[src/rtl/z3_master_cycle_pkg.sv]
// Shared types and helpers for the Zorro III bus-master cycle sequencer.
// Holds the sequencer state encodings, the NCR SIZ codes and the
// size/alignment decode used to validate requests and drive DS_n.
package z3_master_cycle_pkg;

  // Sequencer states
  typedef enum logic [2:0] {
    Z3M_IDLE    = 3'd0,
    Z3M_ADDR    = 3'd1,
    Z3M_DATA    = 3'd2,
    Z3M_TERM    = 3'd3,
    Z3M_ERR     = 3'd4,
    Z3M_RECOVER = 3'd5
  } z3m_state_e;

  // NCR 53C710 SIZ encodings
  localparam logic [1:0] SIZ_LONG = 2'b00;
  localparam logic [1:0] SIZ_BYTE = 2'b01;
  localparam logic [1:0] SIZ_WORD = 2'b10;
  localparam logic [1:0] SIZ_LINE = 2'b11;

  // A request is legal when the transfer fits its natural alignment.
  // Line transfers are run as a single long.
  function automatic logic z3m_req_legal(input logic [1:0] siz, input logic [1:0] a);
    logic legal;
    case (siz)
      SIZ_BYTE: legal = 1'b1;
      SIZ_WORD: legal = ~a[0];
      default:  legal = (a == 2'b00);
    endcase
    return legal;
  endfunction

  // Active-low lane strobes; DS_n[3] is D31:24, the lowest byte address.
  function automatic logic [3:0] z3m_ds_decode(input logic [1:0] siz, input logic [1:0] a);
    logic [3:0] ds;
    ds = 4'b1111;
    case (siz)
      SIZ_BYTE: ds[2'd3 - a] = 1'b0;
      SIZ_WORD: ds = a[1] ? 4'b1100 : 4'b0011;
      default:  ds = 4'b0000;
    endcase
    return ds;
  endfunction

endpackage

[src/rtl/z3m_sync.sv]
// Two-flop synchronizer for an asynchronous active-low Zorro input.
// Both stages reset to 1 so the synchronized strobe reads negated out of reset.
module z3m_sync (
  input  logic CLK,
  input  logic RESET_n,
  input  logic async_i,
  output logic sync_o
);

  logic meta_q;
  logic sync_q;

  // Metastability stage followed by the settled output stage
  always_ff @(posedge CLK or negedge RESET_n) begin
    if (!RESET_n) begin
      meta_q <= 1'b1;
      sync_q <= 1'b1;
    end else begin
      meta_q <= async_i;
      sync_q <= meta_q;
    end
  end

  assign sync_o = sync_q;

endmodule

[src/rtl/z3_master_cycle.sv]
// Zorro III bus-master cycle sequencer.
// Turns an NCR 53C710 local-bus master request into a Zorro III cycle
// (FCS_n, DS_n, DOE), waits for DTACK_n/BERR_n and terminates the NCR cycle
// with SCSI_STERM_n or SCSI_BERR_n. All outputs are registered.
// Optional build macro: Z3M_TIMEOUT_EN adds a DTACK wait limit of
// TIMEOUT_CYCLES CLK cycles in DATA, after which the cycle is errored.
module z3_master_cycle
  import z3_master_cycle_pkg::*;
#(
  parameter int unsigned ADDR_SETUP     = 1,
  parameter int unsigned TIMEOUT_CYCLES = 255
) (
  input  logic       CLK,
  input  logic       RESET_n,
  input  logic       BMASTER,
  input  logic       SCSI_AS_n,
  input  logic       READ,
  input  logic [1:0] SIZ,
  input  logic [1:0] A,
  input  logic       DTACK_n,
  input  logic       BERR_n,
  output logic       FCS_n,
  output logic [3:0] DS_n,
  output logic       DOE,
  output logic       DLATCH,
  output logic       SCSI_STERM_n,
  output logic       SCSI_BERR_n,
  output logic       BUSY
);

  if (ADDR_SETUP < 1 || ADDR_SETUP > 3 || TIMEOUT_CYCLES < 1) begin : gen_param_check
    $error("z3_master_cycle: ADDR_SETUP must be 1..3 and TIMEOUT_CYCLES nonzero");
  end

  // Setup counter value on the last ADDR cycle
  localparam logic [1:0] SetupLast = 2'(ADDR_SETUP - 1);

  z3m_state_e state_q, state_d;
  logic [1:0] setup_cnt_q, setup_cnt_d;
  logic       read_q, read_d;
  logic [1:0] siz_q, siz_d;
  logic [1:0] a_q, a_d;

  logic       fcs_n_q, fcs_n_d;
  logic [3:0] ds_n_q, ds_n_d;
  logic       doe_q, doe_d;
  logic       dlatch_q, dlatch_d;
  logic       sterm_n_q, sterm_n_d;
  logic       berr_n_q, berr_n_d;
  logic       busy_q;

  logic       dtack_s;
  logic       berr_s;
  logic       timeout;

  z3m_sync u_sync_dtack (
    .CLK     (CLK),
    .RESET_n (RESET_n),
    .async_i (DTACK_n),
    .sync_o  (dtack_s)
  );

  z3m_sync u_sync_berr (
    .CLK     (CLK),
    .RESET_n (RESET_n),
    .async_i (BERR_n),
    .sync_o  (berr_s)
  );

`ifdef Z3M_TIMEOUT_EN
  localparam int unsigned ToW = $clog2(TIMEOUT_CYCLES + 1);

  logic [ToW-1:0] to_cnt_q, to_cnt_d;

  // Timeout fires on the TIMEOUT_CYCLES-th cycle spent in DATA
  assign timeout = (state_q == Z3M_DATA) && (to_cnt_q == ToW'(TIMEOUT_CYCLES - 1));

  // Count DATA cycles; held at zero everywhere else so entry starts clean
  always_comb begin
    to_cnt_d = '0;
    if (state_q == Z3M_DATA) begin
      to_cnt_d = to_cnt_q + 1'b1;
    end
  end

  // DTACK wait counter register
  always_ff @(posedge CLK or negedge RESET_n) begin
    if (!RESET_n) begin
      to_cnt_q <= '0;
    end else begin
      to_cnt_q <= to_cnt_d;
    end
  end
`else
  assign timeout = 1'b0;
`endif

  // Next-state and next-output decode
  always_comb begin
    state_d     = state_q;
    setup_cnt_d = setup_cnt_q;
    read_d      = read_q;
    siz_d       = siz_q;
    a_d         = a_q;
    fcs_n_d     = fcs_n_q;
    ds_n_d      = ds_n_q;
    doe_d       = doe_q;
    dlatch_d    = 1'b0;
    sterm_n_d   = 1'b1;
    berr_n_d    = 1'b1;

    case (state_q)
      Z3M_IDLE: begin
        if (BMASTER && !SCSI_AS_n) begin
          read_d = READ;
          siz_d  = SIZ;
          a_d    = A;
          if (z3m_req_legal(SIZ, A)) begin
            state_d     = Z3M_ADDR;
            setup_cnt_d = '0;
            fcs_n_d     = 1'b0;
            doe_d       = ~READ;
          end else begin
            // Misaligned: fault the NCR without touching the Zorro bus
            state_d  = Z3M_ERR;
            berr_n_d = 1'b0;
          end
        end
      end

      Z3M_ADDR: begin
        if (!BMASTER) begin
          state_d  = Z3M_ERR;
          fcs_n_d  = 1'b1;
          ds_n_d   = 4'b1111;
          doe_d    = 1'b0;
          berr_n_d = 1'b0;
        end else if (setup_cnt_q == SetupLast) begin
          state_d = Z3M_DATA;
          ds_n_d  = z3m_ds_decode(siz_q, a_q);
        end else begin
          setup_cnt_d = setup_cnt_q + 2'd1;
        end
      end

      Z3M_DATA: begin
        // Bus loss and BERR take priority over a coincident DTACK
        if (!BMASTER || !berr_s || timeout) begin
          state_d  = Z3M_ERR;
          fcs_n_d  = 1'b1;
          ds_n_d   = 4'b1111;
          doe_d    = 1'b0;
          berr_n_d = 1'b0;
        end else if (!dtack_s) begin
          state_d   = Z3M_TERM;
          fcs_n_d   = 1'b1;
          ds_n_d    = 4'b1111;
          doe_d     = 1'b0;
          sterm_n_d = 1'b0;
          dlatch_d  = read_q;
        end
      end

      Z3M_TERM: begin
        state_d = Z3M_RECOVER;
      end

      Z3M_ERR: begin
        state_d = Z3M_RECOVER;
        fcs_n_d = 1'b1;
        ds_n_d  = 4'b1111;
        doe_d   = 1'b0;
      end

      Z3M_RECOVER: begin
        // Slave and NCR must both release before another cycle may begin
        if (dtack_s && berr_s && SCSI_AS_n) begin
          state_d = Z3M_IDLE;
        end
      end

      default: begin
        state_d = Z3M_IDLE;
        fcs_n_d = 1'b1;
        ds_n_d  = 4'b1111;
        doe_d   = 1'b0;
      end
    endcase
  end

  // State, request capture and registered outputs
  always_ff @(posedge CLK or negedge RESET_n) begin
    if (!RESET_n) begin
      state_q     <= Z3M_IDLE;
      setup_cnt_q <= '0;
      read_q      <= 1'b0;
      siz_q       <= SIZ_LONG;
      a_q         <= 2'b00;
      fcs_n_q     <= 1'b1;
      ds_n_q      <= 4'b1111;
      doe_q       <= 1'b0;
      dlatch_q    <= 1'b0;
      sterm_n_q   <= 1'b1;
      berr_n_q    <= 1'b1;
      busy_q      <= 1'b0;
    end else begin
      state_q     <= state_d;
      setup_cnt_q <= setup_cnt_d;
      read_q      <= read_d;
      siz_q       <= siz_d;
      a_q         <= a_d;
      fcs_n_q     <= fcs_n_d;
      ds_n_q      <= ds_n_d;
      doe_q       <= doe_d;
      dlatch_q    <= dlatch_d;
      sterm_n_q   <= sterm_n_d;
      berr_n_q    <= berr_n_d;
      busy_q      <= (state_d != Z3M_IDLE);
    end
  end

  assign FCS_n        = fcs_n_q;
  assign DS_n         = ds_n_q;
  assign DOE          = doe_q;
  assign DLATCH       = dlatch_q;
  assign SCSI_STERM_n = sterm_n_q;
  assign SCSI_BERR_n  = berr_n_q;
  assign BUSY         = busy_q;

endmodule

[config.mk]
export PLATFORM = sky130hd
export DESIGN_NAME = z3_master_cycle
export DESIGN_NICKNAME = d
export VERILOG_FILES = /design/src/rtl/z3_master_cycle_pkg.sv /design/src/rtl/z3m_sync.sv /design/src/rtl/z3_master_cycle.sv
export SDC_FILE = /design/constraint.sdc
export NUM_CORES = 1
export LEC_CHECK = 0
export ABC_AREA = 1
export BUFFER_PORTS_ARGS = -buffer_cell sky130_fd_sc_hd__buf_2
export CAP_MARGIN = 25
export CORE_MARGIN = 3
export CORE_UTILIZATION = 49
export CTS_CLUSTER_DIAMETER = 120
export DETAILED_ROUTE_END_ITERATION = 10
export GPL_TIMING_DRIVEN = 0
export HOLD_SLACK_MARGIN = 0.06
export PLACE_DENSITY = 0.77
export SETUP_SLACK_MARGIN = 0.05
export SYNTH_ARGS = -nofsm -noshare
export SYNTH_HDL_FRONTEND = slang
export SYNTH_SLANG_ARGS = --single-unit
export TNS_END_PERCENT = 10
[constraint.sdc]
create_clock -name CLK -period 1.2 [get_ports CLK]
set_input_delay 0.18 -clock CLK [delete_from_list [all_inputs] [get_ports CLK]]
set_output_delay 0.18 -clock CLK [all_outputs]
set_load 0.01 [all_outputs]
* Word-level counts from Yosys, hierarchy flattened
Index checks and enable logic that the tools add are counted.
** Storage, ports and cells
- Logic and storage cells :: 109
- Bits in registers :: 24
- Output and inout bits :: 10
- Input port bits :: 11
** Cells by class
- Add/subtract/negate cells :: 2
- Muxes and demuxes :: 48
- Reduce and logical (&&, ||, !) cells :: 20
- $lt $le $gt $ge :: 2
- Eq/ne operators :: 16
- Bitwise operators :: 5
** Operators by type and width (count)
- $mux W1 :: 23
- $mux W3 :: 7
- $mux W4 :: 5
- $pmux W3 S5 :: 1
- $pmux W4 S3 :: 1
- $ne A2 B2 Y1 const B :: 5
- $reduce_and A5 Y1 :: 2
- $mux W2 :: 4
- $pmux W1 S4 :: 2
- $pmux W4 S2 :: 1
- $eq A3 B2 Y1 const B :: 2
- $eq A3 B3 Y1 const B :: 2
- $ne A3 B3 Y1 const B :: 2
- $eq A2 B1 Y1 const B :: 2
- $eq A2 B2 Y1 const B :: 2
- $logic_and A1 B1 Y1 :: 4
- $logic_not A2 Y1 :: 2
- $not A1 Y1 :: 4
- $not A4 Y4 :: 1
- $pmux W2 S2 :: 1
- $reduce_or A2 Y1 :: 2
- $eq A3 B1 Y1 const B :: 1
- $logic_not A1 Y1 :: 3
- $logic_not A3 Y1 :: 1
- other kinds (13) :: 13

* Longest topological paths before layout
Gate-level depths: netlist of run 1.
- Depth in word-level cells :: 10
- Gate-level depth with buffers :: 10
- Mapped depth without buffers :: 10

* Hierarchy
A second synthesis of run 1 with hierarchy kept.
** Second synthesis, totals
- Cells, all modules :: 163
- Area total of the unflattened synthesis :: 1275.0 µm²
** By module, submodules not included
- z3_master_cycle :: area an instance 1169.9 µm², times used 1, cells each 159, sequential area each 509.2 µm²
- z3m_sync :: area an instance 52.6 µm², times used 2, cells each 2, sequential area each 52.6 µm²

* Worst setup path after synthesis of run 1
No wires, ideal clock.
- Path kind :: register to register
- Start point :: reg setup_cnt_q[0]
- End point :: reg setup_cnt_q[0]
- Library setup time :: 117 ps
- Stages on the path, launching flop included :: 9
- Arrival time :: 1058 ps
- Path buffers :: 0
- Setup slack :: 26 ps
- Required time :: 1083 ps
- Period minus slack after synthesis :: 1174 ps
- Cells stage by stage :: dfrtp_1 inv_1 ha_1 nor2_1 nand2_2 nand2_2 nand2_1 nand2_1 nand2_1
** On the way
- Word-level cells in the longest chain between the ends :: 4
- Elaborated cells on any way between the ends :: 7
- Classes of those cells :: 1 x add/sub; 1 x eq/ne; 3 x mux; 2 x reduce/logical
** RTL lines
- start: declaration :: RTL line z3_master_cycle.sv:39 : logic [1:0] setup_cnt_q, setup_cnt_d;
- start signal: assignment :: RTL line z3_master_cycle.sv:208 : setup_cnt_q <= setup_cnt_d;
- $add A2 B1 Y2 :: RTL line z3_master_cycle.sv:142 : setup_cnt_d = setup_cnt_q + 2'd1;
- $mux W2 :: RTL line z3_master_cycle.sv:138 : end else if (setup_cnt_q == SetupLast) begin
- $mux W2 :: RTL line z3_master_cycle.sv:132 : if (!BMASTER) begin
- $pmux W2 S2 :: RTL line z3_master_cycle.sv:112 : case (state_q)
Several ways; a longest one is shown, not always the timed one. The select of a mux whose other input is x is not followed.
A chain may end at the register's enable or synchronous reset.

* Worst setup path in the final report of run 1
- Start point :: reg state_q[1]
- End point :: reg setup_cnt_q[1]
** On the way
- Word-level cells in the longest chain between the ends :: 3
- Elaborated cells on any way between the ends :: 9
- Classes of those cells :: 5 x eq/ne; 1 x mux; 3 x reduce/logical
** RTL lines
- start: declaration :: RTL line z3_master_cycle.sv:38 : z3m_state_e state_q, state_d;
- start signal: assignment :: RTL line z3_master_cycle.sv:207 : state_q <= state_d;
- $eq A3 B1 Y1 or $logic_not A3 Y1 (tied branches) :: RTL line z3_master_cycle.sv:112
- $ne A2 B2 Y1 (no source line) or $reduce_bool A2 Y1 (tied branches)
- $reduce_and A5 Y1 (no source line)
Several ways; a longest one is shown, not always the timed one.

==> key figures, run 1 <==
Detailed routing
  – Drt first pass iters: 4
  – Metal-1 WL: 1240 µm
  – Post-route ant nets: 0
  – Met2 WL: 1390 µm
  – DRC viols: 0
  – WL/cell: 12.2 µm
  – Vias after detailed routing: 1155
  – Met3 wire length: 133 µm
  – Top Layer Used: met4
  – Final WL: 2830 µm
  – Iter 0 DRT Violations: 35
  – Via/cell ratio: 4.98

Floorplan
  – Die ar.: 0.00333 mm²
  – Ports: 21
  – Cell Rows: 18
  – Die H: 57.7 µm
  – CORE AREA: 0.00250 mm²
  – Die width: 57.7 µm
  – Effective utilization at floorplan: 52.5%

Synth
  – Cell Area, Synth: 0.00131 mm²
  – Simple logic cell fraction of the synthesized area: 32.1%
  – Net Count, Synth: 182
  – Synth Area in Adders: 4.77%
  – Post-synth ARST share: 100%
  – Synth unique cells: 20
  – Synth Instances: 166
  – Synth Area in Compound Gates: 8.30%
  – Mux cell area share after synthesis: 0%
  – XOR/XNOR share of the synthesized area: 0%
  – #FFs+latches synth: 24
  – Sequential fraction of the synthesis area: 46.9%
  – Largest family of logic cells by synthesized area: simple AND/OR/NAND/NOR gates
  – Syn Area/Cell: 7.90 µm²
  – Number of synthesized flops with an enable pin: 0
  – Top FF cell, synth: dfrtp_1
  – Synthesis Warnings: 0

Finish
  – Most frequent cells in the layout: nand2_1, inv_1, o21ai_0
  – Commonest non-fill, non-tap cell in the layout: nand2_1
  – N_diodes: 0
  – Fraction of layout cells with a size suffix above 1: 38.6%
  – Nets: 219
  – Fin util: 68.1%
  – Design area: 0.00170 mm²
  – Finished Layout Cells: 232
  – Synth-to-layout area growth: 29.9%
  – Fill cells: 197

Power and ir drop
  – Power per Cell Area: 2470 mW/mm²
  – Peak VDD IR: 1.52 mV
  – Static Leak: 0.861 nW

Critical path
  – FF-to-FF Start: state_q[1]
  – Setup crit start kind: register
  – CP max FO: 8
  – Max incr delay on CP: 0.48 ns
  – RR Endpoint: setup_cnt_q[1]
  – FF-to-FF path depth: 8
  – CP max stage cell: dfrtp_1
  – WP buf/inv: 1
  – Crit path to: setup_cnt_q[1]
  – Top delay family on crit path: simple AND/OR/NAND/NOR gates
  – Critical path arrival: 1.54 ns
  – CP Data Required Time: 1.42 ns
  – Crit path from: state_q[1]
  – R2R setup slack: -0.12 ns
  – Crit-path cells: inv_2, nand2_4, nor2_4, nand2_2, nand2_4, nand2_2, nand2_1, nand2_1
  – Critical path type: register to register
  – Worst setup EP type: register
  – Stages on worst setup path: 8

STA
  – Slew Limit Headroom: 63.5%
  – Slew Viols, Final: 0
  – Final Setup Violations: 13
  – Post-route minimum period: 1.32 ns
  – Fin Hold WS: 0.114 ns
  – Final Cycle Share: 110%
  – Worst Max-Slew Pin Slew: 0.547 ns
  – Peak Freq: 760 MHz
  – Final setup margin: -0.115 ns
  – Setup Skew: 0.00972 ns
  – Final Hold Fails: 0
  – RSZ-0062 raised after global routing: true

Placement
  – Inst Count DP: 216
  – Dpl hpwl: 2010 µm
  – Port bufs: 20
  – GPL Wtd Cong: 0.895
  – Post-Place Worst Slack: -0.193 ns
  – DP Area: 0.00145 mm²

Global routing
  – Overall Global Routing Usage: 18.3%
  – First-pass GRT wire length: 4840 µm
  – GRT Residual Overflow: 0
  – Largest net degree at the start of global routing: 25
  – Initial antenna violation count: 0
  – Vias in the first global route: 1120

Clock tree
  – Reg clk slew, reported paths: 0.14 ns
  – Clock Sink Count: 24
  – Num CTS Buffers: 3
  – Clock latency on the worst-skew pair: 0.31 ns
  – Longest Clk Path Bufs: 2
  – # H-tree levels: 1
  – TritonCTS clock tree: built
  – Root Buffer: clkbuf_4

Outcome
  – Status: finished, violations left
  – Failing checks: negative setup slack

Hold path
  – HP Class: input pin to register

Job
  – Max cap viols: 0
[flip-flops by register name, indices dropped and copies added, names as in the netlist, 2 cells and up]
| register | flops |
|---|---|
| setup_cnt_q | 2 |
| state_q | 3 |
| DS_n | 4 |
| siz_q | 2 |
| a_q | 2 |
[worst register-to-register path, stage by stage, from the launching register on]
cell     delay (ns)
dfrtp_1        0.48
inv_2          0.11
nand2_4        0.07
nor2_4         0.16
nand2_2        0.10
nand2_4        0.13
nand2_2        0.07
nand2_1        0.06
nand2_1        0.05
[routing by layer]
metal | vias to the layer above | global-route usage, %
li1 | 585 | -
met1 | 524 | 23.1
met2 | 37 | 31.1
met3 | 9 | 3.12
met4 | 0 | 6.95
met5 | - | 0
[area by class of cell]
class | count | area (µm²) | share of cell area, %
Buffer | 2 | 22.5 | 1.32
Inverter | 23 | 88.8 | 5.22
Timing Repair Buffer | 32 | 245 | 14.4
Multi-Input combinational cell | 117 | 657 | 38.6
Sequential cell | 24 | 616 | 36.1
Tap cell | 30 | 37.5 | 2.20
Clock buffer | 4 | 36.3 | 2.13
[how the worst min path moves through the flow]
stage / startpoint / endpoint / slack [ns] / cells past startpoint
finish: READ / read_q / 0.11 / 3
global route: READ / read_q / 0.10 / 3
CTS: READ / read_q / 0.11 / 3
detailed placement: RESET_n / setup_cnt_q[0] / 0.19 / 1
global placement: RESET_n / state_q[1] / 0.18 / 1
floorplan: RESET_n / BUSY / -0.12 / 0
[per-stage QoR]
stage / TNS [ns] / power (W)
2_1_floorplan: 0 / 0.00274
6_report: -0.985 / 0.00421
4_1_cts: -0.679 / 0.00394
5_1_grt: -2.25 / 0.00460
3_5_place_dp: -1.10 / 0.00321
3_3_place_gp: -0.801 / 0.00312
[kinds of logic (layout without fill, tap and decap cells)]
group | count (synthesis) | in the layout
AOI/OAI and AO/OA | 21 | 21
adders and majority gates | 5 | 5
buffers and inverters | 25 | 61
DFF | 24 | 24
and+or+nand+nor | 91 | 91
[cell usage after synthesis (3+ instances only)]
| library cell | number | area, µm² |
|---|---|---|
| dfrtp_1 | 13 | 325 |
| dfstp_2 | 11 | 289 |
| ha_1 | 5 | 62.6 |
| inv_1 | 20 | 75.1 |
| inv_2 | 3 | 11.3 |
| nand2_1 | 54 | 203 |
| nand2_2 | 7 | 43.8 |
| nand3_1 | 7 | 35.0 |
| nor2_1 | 12 | 45.0 |
| nor2_4 | 3 | 33.8 |
| o21ai_0 | 19 | 95.1 |
[what timing repair did]
| item | 4_1_cts | 5_1_grt |
|---|---|---|
| pin swaps | 11 | 13 |
| gates cloned | 0 | 0 |
| endpoints found under the hold margin | 15 | 0 |
| buffers inserted | 6 | 3 |
| hold buffers | 3 | 0 |
| resized for setup | 17 | 18 |
| setup endpoints to repair | 22 | 25 |
[power breakdown]
| group | switching [W] | internal (W) | total [W] |
|---|---|---|---|
| sequential | 0.000207 | 0.00119 | 0.00140 |
| clock | 0.000247 | 0.000185 | 0.000432 |
| combinational | 0.00135 | 0.00103 | 0.00238 |
| total | 0.00180 | 0.00240 | 0.00421 |
Note: power is estimated with default switching activity, not from simulation.
==> run 2: changes to the inputs <==
--- a/config.mk
+++ b/config.mk
@@ -8,15 +8,15 @@
 export ABC_AREA = 1
 export BUFFER_PORTS_ARGS = -buffer_cell sky130_fd_sc_hd__buf_2
 export CAP_MARGIN = 25
-export CORE_MARGIN = 3
 export CORE_UTILIZATION = 49
 export CTS_CLUSTER_DIAMETER = 120
 export DETAILED_ROUTE_END_ITERATION = 10
 export GPL_TIMING_DRIVEN = 0
 export HOLD_SLACK_MARGIN = 0.06
-export PLACE_DENSITY = 0.77
+export PLACE_DENSITY = 0.78
 export SETUP_SLACK_MARGIN = 0.05
 export SYNTH_ARGS = -nofsm -noshare
 export SYNTH_HDL_FRONTEND = slang
+export SYNTH_HIERARCHICAL = 1
 export SYNTH_SLANG_ARGS = --single-unit
 export TNS_END_PERCENT = 10
==> constraint.sdc (replaced) <==
create_clock -name CLK -period 1.2 [get_ports CLK]
set_input_delay 0.06 -clock CLK [delete_from_list [all_inputs] [get_ports CLK]]
set_output_delay 0.06 -clock CLK [all_outputs]
set_load 0.01 [all_outputs]
==> key figures, run 2 <==
Power and ir drop
  – Peak VDD IR: 1.89 mV
  – Power per Cell Area: 2180 mW/mm²
  – Static Leak: 0.873 nW

Global routing
  – Vias in the first global route: 1153
  – Overall Global Routing Usage: 23.5%
  – First-pass GRT wire length: 4700 µm
  – Initial antenna violation count: 0
  – Largest net degree at the start of global routing: 25
  – GRT Residual Overflow: 0

Detailed routing
  – Via/cell ratio: 5.31
  – Post-route ant nets: 0
  – WL/cell: 12.9 µm
  – Drt first pass iters: 4
  – Iter 0 DRT Violations: 34
  – DRC viols: 0
  – Final WL: 3010 µm
  – Vias after detailed routing: 1242

Finish
  – Most frequent cells in the layout: nand2_1, buf_2, inv_1
  – Nets: 221
  – Commonest non-fill, non-tap cell in the layout: nand2_1
  – N_diodes: 0
  – Fin util: 67.5%
  – Synth-to-layout area growth: 31.1%
  – Design area: 0.00167 mm²
  – Fraction of layout cells with a size suffix above 1: 35.8%
  – Max FFs per register: 4

STA
  – Final Cycle Share: 113%
  – Peak Freq: 739 MHz
  – Slew Viols, Final: 0
  – TNS Setup: -1.61 ns
  – Setup Skew: 0.00482 ns
  – Final setup margin: -0.154 ns
  – RSZ-0062 raised after global routing: true
  – Fin Hold WS: 0.181 ns
  – Post-route minimum period: 1.35 ns
  – Final Hold Fails: 0
  – Final Setup Violations: 17
  – Slew Limit Headroom: 65.5%
  – Worst Max-Slew Pin Slew: 0.518 ns

Synth
  – Sequential fraction of the synthesis area: 48.2%
  – Synth area leader: dfrtp_1
  – Synth unique cells: 18
  – #FFs+latches synth: 24
  – Synth Instances: 163
  – Area contributors post-synth: dfrtp_1, dfstp_2, nand2_1, inv_1, nand3_1
  – Top cells by count, synth: nand2_1, inv_1, dfrtp_1, nand3_1
  – Top FF cell, synth: dfrtp_1
  – Synthesis Warnings: 6
  – Most numerous cell in the Yosys netlist: nand2_1
  – Net Count, Synth: 179
  – Syn Area/Cell: 7.82 µm²
  – Cell Area, Synth: 0.00127 mm²
  – Post-synth ARST share: 100%
  – Number of synthesized flops with an enable pin: 0
  – Yosys top cell area share: 25.5%

Critical path
  – CP Data Required Time: 1.42 ns
  – FF-to-FF Start: state_q[1]
  – RR Endpoint: BUSY
  – CP max FO: 3
  – Worst setup EP type: register
  – FF-to-FF path depth: 9
  – Setup crit start kind: register
  – Critical path arrival: 1.58 ns
  – R2R setup slack: -0.15 ns
  – Critical path type: register to register

Clock tree
  – Root Buffer: clkbuf_4
  – # H-tree levels: 1
  – Num CTS Buffers: 3
  – Longest Clk Path Bufs: 2
  – Clock latency on the worst-skew pair: 0.32 ns
  – Clock Sink Count: 24
  – Reg clk slew, reported paths: 0.13 ns
  – TritonCTS clock tree: built

Floorplan
  – CORE AREA: 0.00248 mm²
  – Effective utilization at floorplan: 51.5%
  – Cell Rows: 18
  – Ports: 21
  – Die width: 53.0 µm
  – Die ar.: 0.00281 mm²
  – Die H: 53.0 µm

Outcome
  – Failing checks: negative setup slack
  – Status: finished, violations left

Placement
  – Port bufs: 20
  – GPL Wtd Cong: 0.887
  – DP Area: 0.00142 mm²
  – Dpl hpwl: 1950 µm

Hold path
  – Worst hold start: BMASTER
  – Hold Path Cell Cnt: 4
  – Hold EP: SCSI_STERM_n
  – HP Class: input pin to register

Job
  – Max cap viols: 0
==> run 2: critical path, stage by stage (launching register included) <==
cell	delay, ns
dfrtp_2	0.45
buf_6	0.13
nand2_4	0.06
nand2_2	0.06
o21ai_1	0.09
nand2_1	0.09
nor2_1	0.12
nand2_1	0.10
nor2_1	0.11
nand2_1	0.06
==> run 2: repair_timing <==
item	in CTS	in global routing
endpoints found under the hold margin	33	0
buffers inserted	6	2
resized for setup	11	16
pin swaps	3	14
endpoints found under the setup margin	16	19
hold buffers	9	0
==> run 2: through the flow <==
step | total power, W | worst slack (ns) | instances
CTS | 0.00345 | -0.0767 | 232
global placement | 0.00275 | -0.0774 | 213
finish | 0.00365 | -0.154 | 234
floorplan | 0.00242 | 0.0416 | 163
detailed placement | 0.00283 | -0.148 | 213
global route | 0.00397 | -0.251 | 234
==> run 2: worst max path at each step <==
stage,endpoint,start,slack (ns),cells past startpoint
2_1_floorplan,DS_n[0],state_q[0],0.04,8
3_3_place_gp,setup_cnt_q[0],setup_cnt_q[0],-0.08,8
3_5_place_dp,siz_q[0],state_q[1],-0.15,6
4_1_cts,BUSY,state_q[1],-0.08,9
5_1_grt,DS_n[2],state_q[1],-0.25,8
6_report,BUSY,state_q[1],-0.15,9
==> run 2: cells by family after synthesis <==
| group | count (synthesis) | synth area share [%] |
|---|---|---|
| buffers and inverters | 26 | 7.95 |
| AOI/OAI and AO/OA | 18 | 7.36 |
| adders and majority gates | 5 | 4.91 |
| and+or+nand+nor | 90 | 31.6 |
| DFF | 24 | 48.2 |
==> run 2: power breakdown <==
group	leakage (nW)	switching, W	internal (W)	total (W)
clock	0.0210	0.000246	0.000186	0.000432
sequential	0.273	0.000200	0.00115	0.00135
combinational	0.579	0.00114	0.000716	0.00186
total	0.873	0.00159	0.00206	0.00365
==> run 2: routing by layer <==
metal	up-vias	track usage [%]	wire [µm]
met1	587	27.2	1270
met2	56	39.7	1530
met3	8	5.46	156
met4	0	13.2	51
li1	591	-	-
met5	-	0	0
==> run 2: area by class of cell <==
type                            instances  area (µm²)
Fill cell                             185         806
Multi-Input combinational cell        113         616
Sequential cell                        24         618
Clock buffer                            4        36.3
Tap cell                               30        37.5
Timing Repair Buffer                   37         254
Inverter                               25        98.8
Buffer                                  1        11.3
==> run 3: changes to the inputs <==
--- a/config.mk
+++ b/config.mk
@@ -13,10 +13,9 @@
 export DETAILED_ROUTE_END_ITERATION = 10
 export GPL_TIMING_DRIVEN = 0
 export HOLD_SLACK_MARGIN = 0.06
-export PLACE_DENSITY = 0.78
+export PLACE_DENSITY = 0.77
 export SETUP_SLACK_MARGIN = 0.05
 export SYNTH_ARGS = -nofsm -noshare
 export SYNTH_HDL_FRONTEND = slang
-export SYNTH_HIERARCHICAL = 1
 export SYNTH_SLANG_ARGS = --single-unit
 export TNS_END_PERCENT = 10
==> key figures, run 3 (same netlist as run 1, synthesis figures left out) <==
Global routing
  – Vias in the first global route: 1033
  – First-pass GRT wire length: 4370 µm
  – GR peak layer: met2
  – GR Layer Usage met3: 3.39%
  – Grt met1 use: 27.1%
  – Overall Global Routing Usage: 21.5%
  – Initial antenna violation count: 0
  – Met2 usage: 35.8%
  – Largest net degree at the start of global routing: 25
  – GRT Residual Overflow: 0

Clock tree
  – Longest Clk Path Bufs: 2
  – TritonCTS clock tree: built
  – # H-tree levels: 1
  – Reg clk slew, reported paths: 0.14 ns
  – Clock Sink Count: 24
  – Num CTS Buffers: 3
  – Root Buffer: clkbuf_4
  – Clock latency on the worst-skew pair: 0.33 ns

Finish
  – Commonest non-fill, non-tap cell in the layout: nand2_1
  – Synth-to-layout area growth: 32.4%
  – N_diodes: 0
  – Max FFs per register: 4
  – Fraction of layout cells with a size suffix above 1: 39.5%
  – Most frequent cells in the layout: nand2_1, buf_2, inv_1
  – Nets: 227
  – Fill cells: 188

Critical path
  – Worst setup EP type: register
  – CP Data Required Time: 1.48 ns
  – Crit-path cells: nand2_2, buf_4, nor2_1, nand2_2, nand2_1, nor2_1, nand2_1, inv_1, nand2_1
  – R2R setup slack: -0.19 ns
  – FF-to-FF Start: u_sync_berr.sync_o
  – WP buf/inv: 2
  – Top delay family on crit path: simple AND/OR/NAND/NOR gates
  – Setup crit start kind: register
  – Max incr delay on CP: 0.58 ns
  – CP max stage cell: dfstp_2
  – Critical path arrival: 1.67 ns
  – CP most frequent cell: nand2_1
  – Crit path from: u_sync_berr.sync_o
  – CP max FO: 3
  – Critical path type: register to register

Power and ir drop
  – Net Switching: 0.00182 W
  – Power per Cell Area: 2380 mW/mm²
  – Clock share of power: 10.7%
  – Sequential share of power: 33.5%
  – Net Sw Frac: 44.0%
  – Pint: 0.00232 W
  – Static Leak: 0.882 nW
  – Gate power share: 55.8%
  – Peak VDD IR: 1.50 mV

Floorplan
  – Cell Rows: 18
  – Die width: 53.7 µm
  – CORE AREA: 0.00250 mm²
  – Ports: 21
  – Die ar.: 0.00289 mm²
  – Die H: 53.7 µm
  – Effective utilization at floorplan: 52.5%

STA
  – Setup Skew: 0.00938 ns
  – Final Hold Fails: 0
  – Slew Limit Headroom: 65.1%
  – RSZ-0062 raised after global routing: true
  – Final Setup Violations: 16
  – Peak Freq: 722 MHz
  – Final Cycle Share: 115%
  – Slew Viols, Final: 0
  – Worst Max-Slew Pin Slew: 0.524 ns
  – Final setup margin: -0.185 ns
  – Post-route minimum period: 1.39 ns
  – Fin Hold WS: 0.181 ns

Detailed routing
  – Final WL: 2990 µm
  – Vias after detailed routing: 1198
  – WL/cell: 12.5 µm
  – Drt first pass iters: 4
  – Via/cell ratio: 4.99
  – Iter 0 DRT Violations: 34
  – DRC viols: 0
  – Post-route ant nets: 0

Placement
  – Port bufs: 20
  – Post-Place Worst Slack: -0.112 ns
  – GPL Wtd Cong: 0.816
  – Dpl hpwl: 1910 µm

Outcome
  – Failing checks: negative setup slack
  – Status: finished, violations left

Hold path
  – HP Class: input pin to register
  – Worst hold start: SCSI_AS_n

Job
  – Max cap viols: 0
-- run 3: changes by cell type in the layout (fill, tap and decap cells not counted), sizes merged, moves of 3 or more --
cell	change
nand3	-7
nand2	+5
o21ai	+5
buf	+4
nor2	+3
-- run 3: what timing repair did --
item | 4_1_cts | 5_1_grt
resized for setup | 7 | 23
buffers inserted | 5 | 6
endpoints found under the setup margin | 16 | 18
hold buffers | 9 | 0
pin swaps | 6 | 13
hold endpoints to repair | 23 | 0
-- run 3: power by group through the flow --
| stage | clock network [W] | logic (W) | registers [W] |
|---|---|---|---|
| 5_1_grt | 0.000486 | 0.00257 | 0.00142 |
| 4_1_cts | 0.000446 | 0.00197 | 0.00137 |
| 6_report | 0.000443 | 0.00231 | 0.00139 |
| 2_1_floorplan | 0 | 0.00133 | 0.00142 |
| 3_5_place_dp | 0 | 0.00181 | 0.00139 |
| 3_3_place_gp | 0 | 0.00176 | 0.00137 |
-- run 3: final timing paths --
| kind | depth (start not counted) | end |
|---|---|---|
| worst max-delay path | 9 | BUSY |
| worst min-delay path | 5 | SCSI_BERR_n |
| worst max register to register | 9 | BUSY |
| worst min register to register | 0 | u_sync_berr.sync_o |
| max in group asynchronous | 2 | DS_n[3] |
| min in group asynchronous | 2 | BUSY |
-- run 3: final cells by class --
class | instances | area (µm²) | area share [%]
clock buffers | 4 | 36.3 | 2.09
multi-input cells | 117 | 654 | 37.7
well taps | 30 | 37.5 | 2.16
inverters | 23 | 88.8 | 5.12
plain buffers | 2 | 22.5 | 1.30
repair buffers | 40 | 280 | 16.1
flip-flops and latches | 24 | 617 | 35.5
-- run 3: tightest hold or removal path, delay by kind of cell --
kind	cells	cell delay [ns]
simple gates	4	0.33
buf+inv	1	0.09
-- run 3: layer usage --
layer	wire, µm	part of all wire (%)	vias to the layer above
met5	0	0	-
met4	61	2.0	0
met1	1380	46	548
li1	-	-	605
met2	1430	48	38
met3	118	3.9	7
-- run 3: through the flow --
| stage | total power (W) | TNS (ns) | util, % | area [µm²] | std cells |
|---|---|---|---|---|---|
| floorplan | 0.00274 | 0 | - | 1320 | 166 |
| global placement | 0.00313 | -0.721 | 58.2 | 1450 | 216 |
| detailed placement | 0.00320 | -1.02 | 58.2 | 1450 | 216 |
| CTS | 0.00379 | -1.00 | 65.5 | 1640 | 234 |
| global route | 0.00447 | -2.56 | 69.5 | 1740 | 240 |
| finish | 0.00414 | -1.49 | 69.5 | 1740 | 240 |
